$ cat src/rtl/change_dispenser.sv
// ============================================================================
// Module   : change_dispenser
// Purpose  : Consumer side of the vending FSM. Queues one-cycle dispense and
//            coin-return pulses, drives the product motor and the nickel/dime
//            hopper solenoids one item at a time, confirms each coin with an
//            exit sensor, tracks hopper inventory, substitutes two nickels for
//            a dime when dimes run out, and flags jams/shortages.
// Ports    : clk, reset (async, active-high)
//            dispense, returnNickel, returnDime, returnTwoDimes : request pulses
//            n_seen, d_seen        : coin exit sensor pulses
//            load_n, load_d, load_val : hopper refill
//            clr_fault             : leave FAULT, clear ovf
//            vend_motor, eject_n, eject_d : actuator drives
//            inv_n, inv_d          : hopper inventory
//            busy, fault, ovf      : status
//            paid_out_cents        : cents paid out (CHANGE_AUDIT_EN only)
// Options  : `define CHANGE_AUDIT_EN to add the paid_out_cents audit counter.
// Revision : 1.0 - initial release
// ============================================================================
`default_nettype none

module change_dispenser #(
  parameter int VEND_CYC  = 4,
  parameter int EJECT_CYC = 8,
  parameter int TIMEOUT   = 64,
  parameter int INV_W     = 8,
  parameter int PEND_W    = 4
) (
  input  logic             clk,
  input  logic             reset,
  input  logic             dispense,
  input  logic             returnNickel,
  input  logic             returnDime,
  input  logic             returnTwoDimes,
  input  logic             n_seen,
  input  logic             d_seen,
  input  logic             load_n,
  input  logic             load_d,
  input  logic [INV_W-1:0] load_val,
  input  logic             clr_fault,
  output logic             vend_motor,
  output logic             eject_n,
  output logic             eject_d,
  output logic [INV_W-1:0] inv_n,
  output logic [INV_W-1:0] inv_d,
  output logic             busy,
  output logic             fault,
`ifdef CHANGE_AUDIT_EN
  output logic [15:0]      paid_out_cents,
`endif
  output logic             ovf
);

  localparam logic [2:0] S_IDLE  = 3'd0;
  localparam logic [2:0] S_VEND  = 3'd1;
  localparam logic [2:0] S_SEL   = 3'd2;
  localparam logic [2:0] S_EJECT = 3'd3;
  localparam logic [2:0] S_WAIT  = 3'd4;
  localparam logic [2:0] S_FAULT = 3'd5;

  localparam int              CNT_W      = 16;
  localparam logic [CNT_W-1:0] VEND_LAST  = CNT_W'(VEND_CYC - 1);
  localparam logic [CNT_W-1:0] EJECT_LAST = CNT_W'(EJECT_CYC - 1);
  localparam logic [CNT_W-1:0] WAIT_LAST  = CNT_W'(TIMEOUT - 1);

  // Pending sums are formed two bits wider so that +2 and saturation are exact.
  localparam int             PW2      = PEND_W + 2;
  localparam logic [PW2-1:0] PEND_MAX = PW2'((2 ** PEND_W) - 1);

  logic [2:0]        state, state_nxt;
  logic [CNT_W-1:0]  cnt;
  logic              sel_dime, sel_dime_nxt;
  logic [3:0]        pend_v;
  logic [PEND_W-1:0] pend_n, pend_d;
  logic              vend_done, subst, ack_n, ack_d;
  logic              any_pend, any_req;
  logic [PW2-1:0]    sum_n, sum_d;
  logic [4:0]        sum_v;

  assign any_pend = (pend_v != '0) || (pend_n != '0) || (pend_d != '0);
  assign any_req  = dispense || returnNickel || returnDime || returnTwoDimes;

  // State register; the shared cycle counter restarts on every state change.
  always_ff @(posedge clk or posedge reset) begin
    if (reset) begin
      state    <= S_IDLE;
      cnt      <= '0;
      sel_dime <= 1'b0;
    end else begin
      state    <= state_nxt;
      cnt      <= (state_nxt != state) ? '0 : cnt + 1'b1;
      sel_dime <= sel_dime_nxt;
    end
  end

  // Next-state logic plus the one-cycle bookkeeping events it decides.
  always_comb begin
    state_nxt    = state;
    sel_dime_nxt = sel_dime;
    vend_done    = 1'b0;
    subst        = 1'b0;
    ack_n        = 1'b0;
    ack_d        = 1'b0;
    case (state)
      // Looking at live requests too lets a pulse reach the actuator at t+2.
      S_IDLE: if (any_pend || any_req) state_nxt = S_SEL;
      S_SEL: begin
        if (pend_v != '0) begin
          state_nxt = S_VEND;
        end else if (pend_d != '0) begin
          if (inv_d != '0) begin
            state_nxt    = S_EJECT;
            sel_dime_nxt = 1'b1;
          end else begin
            subst = 1'b1;           // owe two nickels instead, re-decide next cycle
          end
        end else if (pend_n != '0) begin
          if (inv_n != '0) begin
            state_nxt    = S_EJECT;
            sel_dime_nxt = 1'b0;
          end else begin
            state_nxt = S_FAULT;
          end
        end else begin
          state_nxt = S_IDLE;
        end
      end
      S_VEND: if (cnt == VEND_LAST) begin
        vend_done = 1'b1;
        state_nxt = S_SEL;
      end
      S_EJECT: if (cnt == EJECT_LAST) state_nxt = S_WAIT;
      S_WAIT: begin
        // A pulse from the wrong hopper means a mis-feed; it outranks the right one.
        if (sel_dime ? n_seen : d_seen) begin
          state_nxt = S_FAULT;
        end else if (sel_dime ? d_seen : n_seen) begin
          ack_d     = sel_dime;
          ack_n     = !sel_dime;
          state_nxt = S_SEL;
        end else if (cnt == WAIT_LAST) begin
          state_nxt = S_FAULT;
        end
      end
      S_FAULT: if (clr_fault) state_nxt = S_IDLE;
      default: state_nxt = S_IDLE;
    endcase
  end

  // Outputs decode the state only, so reset removes every drive immediately.
  always_comb begin
    vend_motor = (state == S_VEND);
    eject_n    = (state == S_EJECT) && !sel_dime;
    eject_d    = (state == S_EJECT) && sel_dime;
    fault      = (state == S_FAULT);
    busy       = (state != S_IDLE) || any_pend;
  end

  // Capture and consumption net out in one sum per counter.
  always_comb begin
    sum_n = PW2'(pend_n) + PW2'(returnNickel) + (subst ? PW2'(2) : PW2'(0)) - PW2'(ack_n);
    sum_d = PW2'(pend_d) + PW2'(returnDime) + (returnTwoDimes ? PW2'(2) : PW2'(0))
            - PW2'(subst) - PW2'(ack_d);
    sum_v = {1'b0, pend_v} + {4'd0, dispense} - {4'd0, vend_done};
  end

  always_ff @(posedge clk or posedge reset) begin
    if (reset) begin
      pend_v <= '0;
      pend_n <= '0;
      pend_d <= '0;
      ovf    <= 1'b0;
      inv_n  <= '0;
      inv_d  <= '0;
    end else begin
      pend_n <= (sum_n > PEND_MAX) ? PEND_MAX[PEND_W-1:0] : sum_n[PEND_W-1:0];
      pend_d <= (sum_d > PEND_MAX) ? PEND_MAX[PEND_W-1:0] : sum_d[PEND_W-1:0];
      pend_v <= (sum_v > 5'd15) ? 4'd15 : sum_v[3:0];
      // A fresh saturation wins over a simultaneous clear.
      if ((sum_n > PEND_MAX) || (sum_d > PEND_MAX)) ovf <= 1'b1;
      else if (clr_fault)                           ovf <= 1'b0;
      // A refill overrides a same-cycle coin decrement.
      if (load_n)     inv_n <= load_val;
      else if (ack_n) inv_n <= inv_n - 1'b1;
      if (load_d)     inv_d <= load_val;
      else if (ack_d) inv_d <= inv_d - 1'b1;
    end
  end

`ifdef CHANGE_AUDIT_EN
  always_ff @(posedge clk or posedge reset) begin
    if (reset) paid_out_cents <= '0;
    else       paid_out_cents <= paid_out_cents + (ack_d ? 16'd10 : (ack_n ? 16'd5 : 16'd0));
  end
`endif

endmodule

`default_nettype wire

$ cat config.mk
export PLATFORM = sky130hd
export DESIGN_NAME = change_dispenser
export DESIGN_NICKNAME = d
export VERILOG_FILES = /design/src/rtl/change_dispenser.sv
export SDC_FILE = /design/constraint.sdc
export NUM_CORES = 1
export LEC_CHECK = 0
export CAP_MARGIN = 20
export CORE_MARGIN = 10
export CORE_UTILIZATION = 40
export DETAILED_ROUTE_END_ITERATION = 8
export MAX_ROUTING_LAYER = met4
export PLACE_DENSITY = 0.57
export SYNTH_ARGS = -nofsm -noshare
export SYNTH_HDL_FRONTEND = slang
export SYNTH_SLANG_ARGS = --single-unit
$ cat constraint.sdc
create_clock -name clk -period 11.7 [get_ports clk]
set_input_delay 2.925 -clock clk [delete_from_list [all_inputs] [get_ports clk]]
set_output_delay 2.925 -clock clk [all_outputs]
set_load 0.01 [all_outputs]
==> results of run 1 <==
## where the power goes
| group | total, mW | leakage, nW | switching (mW) | internal (mW) |
|---|---|---|---|---|
| registers | 0.235 | 0.601 | 0.0322 | 0.203 |
| logic | 0.338 | 1.05 | 0.197 | 0.141 |
| clock network | 0.102 | 0.0439 | 0.0604 | 0.0415 |
| total | 0.675 | 1.69 | 0.290 | 0.385 |
## per-layer routing
metal,vias up,wire (um),global-route usage,part of all wire
li1,1290,-,-,-
met4,0,33,0.0257,0.0044
met2,44,3620,0.204,0.48
met5,-,0,-,0
met3,2,206,0.0215,0.027
met1,1217,3690,0.158,0.49
## worst max-delay path, cell delays in order
cell	delay (ns)
clkdlybuf4s50_1	0.46
nand3b_1	0.24
nor2_1	0.47
inv_1	0.12
fa_1	0.49
inv_1	0.05
fa_1	0.47
inv_1	0.04
ha_1	0.19
fa_1	0.41
a21oi_1	0.15
o21bai_1	0.09
xnor2_1	0.13
a21oi_1	0.30
nand3_1	0.11
## sequential cells by signal, summed over array words and instances, names as in the netlist
name,cells
pend_v,4
sel_dime,1
ovf,1
pend_d,4
cnt,16
inv_n,8
inv_d,8
pend_n,4
state,3
## how the worst min path moves through the flow
stage | start | to | slack (ns) | cells past startpoint
floorplan | cnt[0] | cnt[0] | 0.45 | 1
global placement | cnt[0] | cnt[0] | 0.48 | 1
detailed placement | cnt[0] | cnt[0] | 0.49 | 1
CTS | cnt[0] | cnt[0] | 0.51 | 1
global route | cnt[0] | cnt[0] | 0.54 | 1
finish | cnt[0] | cnt[0] | 0.51 | 1
## per-stage QoR
stage / setup WS (ns) / cells / utilization / power [mW]
after global routing: 4.89 / 498 / 0.480 / 0.740
final: 5.22 / 498 / 0.480 / 0.675
after global placement: 4.98 / 489 / 0.467 / 0.572
after floorplan: 5.81 / 354 / - / 0.507
after CTS: 5.24 / 498 / 0.480 / 0.688
after detailed placement: 4.90 / 490 / 0.469 / 0.584
## area by class of cell
cell class / instances / area (sq um) / area share
well taps: 105 / 131 / 0.0333
clock inverters: 3 / 17.5 / 0.00444
multi-input cells: 253 / 1920 / 0.487
repair buffers: 41 / 420 / 0.107
clock buffers: 5 / 68.8 / 0.0174
inverters: 42 / 158 / 0.0400
flip-flops and latches: 49 / 1230 / 0.311
## placed cells by master (no fill, tap or decap), drive strengths merged, types with 3 or more instances in the layout
| cell type | instances |
|---|---|
| a21oi | 13 |
| nor3 | 9 |
| o21ai | 18 |
| clkdlybuf4s50 | 40 |
| nand2b | 8 |
| a211oi | 18 |
| nand2 | 37 |
| fa | 5 |
| or3 | 3 |
| inv | 42 |
| clkbuf | 5 |
| nor3b | 5 |
| nor4 | 4 |
| xor2 | 20 |
| a21o | 3 |
| and3 | 6 |
| dfrtp | 49 |
| xnor2 | 15 |
| nor2 | 14 |
| nand4 | 6 |
| or3b | 6 |
| ha | 25 |
| nand3 | 10 |
| or4 | 5 |
## synthesized netlist by cell type, types with 2 or more instances
library cell,number
a211oi_2,9
nand3_1,10
clkbuf_1,3
nor3b_1,5
or4_1,4
ha_1,25
or3b_2,5
inv_1,42
o21ai_0,18
xnor2_1,15
nand2b_1,8
a211o_1,2
nand3b_1,2
nand4_1,6
nor3_1,8
nor2_1,14
buf_2,2
nand2_1,37
xor2_1,20
a211oi_1,8
fa_1,5
and3_1,5
dfrtp_1,49
or3_1,3
nor4_1,3
buf_6,2
and4_1,2
a21o_1,3
nor4bb_1,2
buf_1,2
a21oi_1,13
o21bai_1,2
## cell families (layout without fill, tap and decap cells)
group | after synthesis | count (layout) | synth area share
buf+inv | 52 | 91 | 0.0664
simple gates | 123 | 123 | 0.206
fa+ha+maj | 30 | 30 | 0.122
compound gates | 65 | 65 | 0.150
xor+xnor | 35 | 35 | 0.0909
flops | 49 | 49 | 0.364
==> reports/metrics.cfg, run 1 <==
[status]
status = finished clean

[layout]
layout.nets = 441
syn_to_final_growth_pct = 17.0
antennaDiodeCount = 0
fill_cells = 773
finalInstanceArea_sq_um = 3940
drive_above_1_share = 0.0865

[synthesis]
synthDistinctLibCells = 52
synth_area_sq_um = 3370
synth_enable_flop_cells = 0
async_flop_share = 1.00
yosys_warnings = 0
seq_area_frac_synth = 0.364
ys_ff_latch = 49
synth_area_leaders = dfrtp_1 (36%), ha_1 (9.3%), xor2_1 (5.2%)
syn_inst = 354
yosys_most_used_dff = dfrtp_1
synth_nets = 403
synth_top_area_frac = 0.364
avgSynthCellArea_sq_um = 9.53
synth_top_area_cell = dfrtp_1

[job]
cap_violations = 0

[sta]
hold_slack_ns = 0.506
rsz0062_at_grt = false
finClkSkew_ns = 0.0130
worstMarginPinSlew_ns = 0.934
fin_crit_ns = 6.48
fmax_ghz = 0.154
final_max_slew_viol_count = 0
finalSetupViolCount = 0
period_share = 0.554
hold_violations = 0
setup_tns_ns = 0
slew_headroom = 0.375

[pwr]
peakVddDrop_v = 0.0000922
leakage_nw = 1.69
powerDensity_nw_per_um2 = 171

[clocking]
cts_tree = yes
clk_latency_ns = 0.30
postCtsHoldBufs = 0
postCtsResizedCells = 0
clk_pin_slew_ns = 0.10
clkSinkCount = 49
postCtsSetupRepairBufs = 0
clk_path_buf_depth = 2
numCtsBuffers = 5
root_buffer = clkbuf_8
htreeDepth = 2

[global_route]
grt_util_all_layers = 0.125
grt_pass1_vias = 2667
grt_overflow = 0
grt_pass1_wl_mm = 12.9
grt_max_degree = 34
antenna_found_initial = 0

[floorplanning]
ios = 41
die_height_um = 112
dieArea_sq_um = 12500
start_util = 0.410
num_rows = 33
coreArea_sq_um = 8220
die_w_um = 112

[setup_path]
worstPathMaxFanout = 7
rr_worst_depth = 14
critPathLaunchType = input port
r2r_end = ovf
critPathKind = in2reg
required_ns = 11.87
crit_path_end = ovf
r2r_slack_ns = 7.52
reg2reg_from = state[1]
worstPathArrival_ns = 6.65
cp-startpoint = n_seen
cp-end-kind = flop

[drt]
drt_first_pass_iters = 4
routed-via-count = 2553
drtAntennaViolNets = 0
drt_iter0_drc = 45
drc = 0
routedWlPerCell_um = 15.2
vias_per_cell = 5.13
wl_mm = 7.55

[worst_hold_path]
hold_class = reg2reg

[placed_design]
placed_cell_area_sq_um = 3860
io_buffers = 40
dpl.hpwl_mm = 5.90
place_congestion = 0.797

Power figures use the tool's default switching activity.
==> run 2, diff against run 1 <==
- clock period: 11.7 -> 6 ns (I/O delays scaled with it)
==> run 2 against run 1 <==
Compared with the run above:
- critical path depth stayed put
- utilization stayed put
- count of clock-buffer cells in the layout stayed put
- global-route usage hardly changed
- clock power is 93% higher
- combinational power is 96% higher
- sequential power is 96% higher
- sequential cell count stayed put
- cell area stayed put
- worst hold slack worse by 0.010 ns
- first-iteration DRC count is 20% higher
- largest power group unchanged
==> reports/metrics.cfg, run 2 (synthesized netlist as in run 1, its figures left out) <==
[setup_path]
crit_chain = clkdlybuf4s50_1 > nand3b_1 > nor2_1 > inv_1 > fa_1 > inv_1 > fa_1 > inv_1 > ha_1 > fa_1 > a21oi_1 > o21bai_1 > xnor2_1 > a21oi_1 > nand3_1  ; unchanged
cpLargestDelayFamily = adder cells  ; unchanged
reg2reg_from = state[1]  ; unchanged
worst-path-buf-inv = 4  ; unchanged
r2r_end = ovf  ; unchanged
critPathSlowestCell = fa_1  ; unchanged
critPathKind = in2reg  ; unchanged
critPathLaunchType = input port  ; unchanged
rr_worst_depth = 14  ; unchanged
r2r_slack_ns = 1.85  ; was 7.52 ns
cp_slowest_stage_delay_ns = 0.49  ; about the same
required_ns = 6.17  ; was 11.87 ns
cp-end-kind = flop  ; unchanged
worstPathArrival_ns = 5.17  ; was 6.65 ns
worstPathMaxFanout = 7  ; unchanged

[job]
cap_violations = 0  ; unchanged

[floorplanning]
die_height_um = 112  ; unchanged
num_rows = 33  ; unchanged
start_util = 0.410  ; unchanged
coreArea_sq_um = 8220  ; unchanged
die_w_um = 112  ; unchanged
dieArea_sq_um = 12500  ; unchanged
ios = 41  ; unchanged

[pwr]
powerDensity_nw_per_um2 = 335  ; was 171 nW/um^2
peakVddDrop_v = 0.000182  ; was 0.0000922 V
leakage_nw = 1.69  ; unchanged

[layout]
reg.largest.list = cnt: 16 flops, inv_d: 8 flops, inv_n: 8 flops  ; unchanged
top_register = cnt  ; unchanged
syn_to_final_growth_pct = 17.0  ; unchanged
layout.nets = 441  ; unchanged
mostFrequentLayoutCell = dfrtp_1  ; unchanged
drive_above_1_share = 0.0865  ; unchanged
antennaDiodeCount = 0  ; unchanged
largest_reg_flops = 16  ; unchanged
final_cell_mix = dfrtp_1 (49), inv_1 (41), clkdlybuf4s50_1 (40), nand2_1 (37), ha_1 (25)  ; unchanged

[worst_hold_path]
hold_path_depth = 1  ; unchanged
hold_end = cnt[0]  ; unchanged
hold_class = reg2reg  ; unchanged
min_from = cnt[0]  ; unchanged

[placed_design]
pre_cts_ws_ns = 0.643  ; was 4.90 ns
place_congestion = 0.797  ; unchanged
dpl.hpwl_mm = 5.90  ; about the same
io_buffers = 40  ; unchanged

[clocking]
clk_latency_ns = 0.31  ; was 0.30 ns
clk_pin_slew_ns = 0.09  ; was 0.10 ns
clk_path_buf_depth = 2  ; unchanged
clkSinkCount = 49  ; unchanged
root_buffer = clkbuf_8  ; unchanged
postCtsSetupRepairBufs = 0  ; unchanged
cts_tree = yes  ; unchanged
htreeDepth = 2  ; unchanged
numCtsBuffers = 5  ; unchanged
postCtsResizedCells = 0  ; unchanged
postCtsHoldBufs = 0  ; unchanged

[drt]
drt_first_pass_iters = 4  ; unchanged
wl_mm = 7.56  ; was 7.55 mm
drtAntennaViolNets = 0  ; unchanged
vias_per_cell = 5.11  ; was 5.13
drc = 0  ; unchanged
routedWlPerCell_um = 15.2  ; about the same
routed-via-count = 2545  ; was 2553
drt_iter0_drc = 54  ; was 45

[sta]
period_share = 0.835
finClkSkew_ns = 0.0118  ; was 0.0130 ns
fmax_ghz = 0.200
worstMarginPinSlew_ns = 0.947  ; was 0.934 ns
fin_ws_ns = 0.993  ; was 5.22 ns
slew_headroom = 0.367  ; was 0.375
setup_tns_ns = 0  ; unchanged
final_max_slew_viol_count = 0  ; unchanged
fin_crit_ns = 5.01
finalSetupViolCount = 0  ; unchanged
rsz0062_at_grt = false  ; unchanged
hold_violations = 0  ; unchanged

[status]
status = finished clean  ; unchanged

[global_route]
grt_overflow = 0  ; unchanged
antenna_found_initial = 0  ; unchanged
grt_util_all_layers = 0.125  ; about the same
grt_max_degree = 34  ; unchanged
grt_pass1_vias = 2656  ; was 2667
grt_pass1_wl_mm = 12.9  ; about the same

-- run 2: cell type report --
type                            count  area, sq um
Tap cell                          105          131
Sequential cell                    49         1230
Clock buffer                        5         68.8
Multi-Input combinational cell    253         1920
Inverter                           42          158
Timing Repair Buffer               41          420
Clock inverter                      3         17.5
Fill cell                         786         4270
-- run 2: worst max-delay path by stage --
stage | start | end | slack [ns] | depth (start not counted)
after detailed placement | n_seen | ovf | 0.64 | 15
after floorplan | n_seen | ovf | 1.53 | 14
after CTS | n_seen | ovf | 0.98 | 15
after global routing | n_seen | ovf | 0.62 | 15
after global placement | n_seen | ovf | 0.70 | 15
final | n_seen | ovf | 0.99 | 15
-- run 2: worst reg2reg max path: cells and delay by family, from the launching register on --
family          cells  cell delay (ns)
compound gates      3             0.53
xor+xnor            1             0.13
fa+ha+maj           4             1.56
buf+inv             3             0.21
flops               1             0.49
simple gates        3             1.09
-- run 2: layer usage --
metal,vias up,routed length (um),track usage,share of wire
met4,0,58,0.0274,0.0077
li1,1294,-,-,-
met1,1211,3760,0.161,0.50
met2,33,3590,0.201,0.47
met3,7,150,0.0215,0.020
met5,-,0,-,0
-- run 2: power breakdown --
group	total, mW	switching (mW)	leakage, nW	internal [mW]
combinational	0.662	0.387	1.05	0.275
clock	0.197	0.117	0.0439	0.0808
sequential	0.460	0.0641	0.601	0.396
-- run 2: per-stage QoR --
stage	cell area [sq um]	hold slack [ns]	utilization	power, mW	cells
6_report	3940	0.496	0.480	1.32	498
5_1_grt	3940	0.543	0.480	1.45	498
4_1_cts	3940	0.504	0.480	1.34	498
3_5_place_dp	3860	0.494	0.469	1.14	490
3_3_place_gp	3840	0.477	0.467	1.12	489
2_1_floorplan	3370	0.448	-	0.989	354
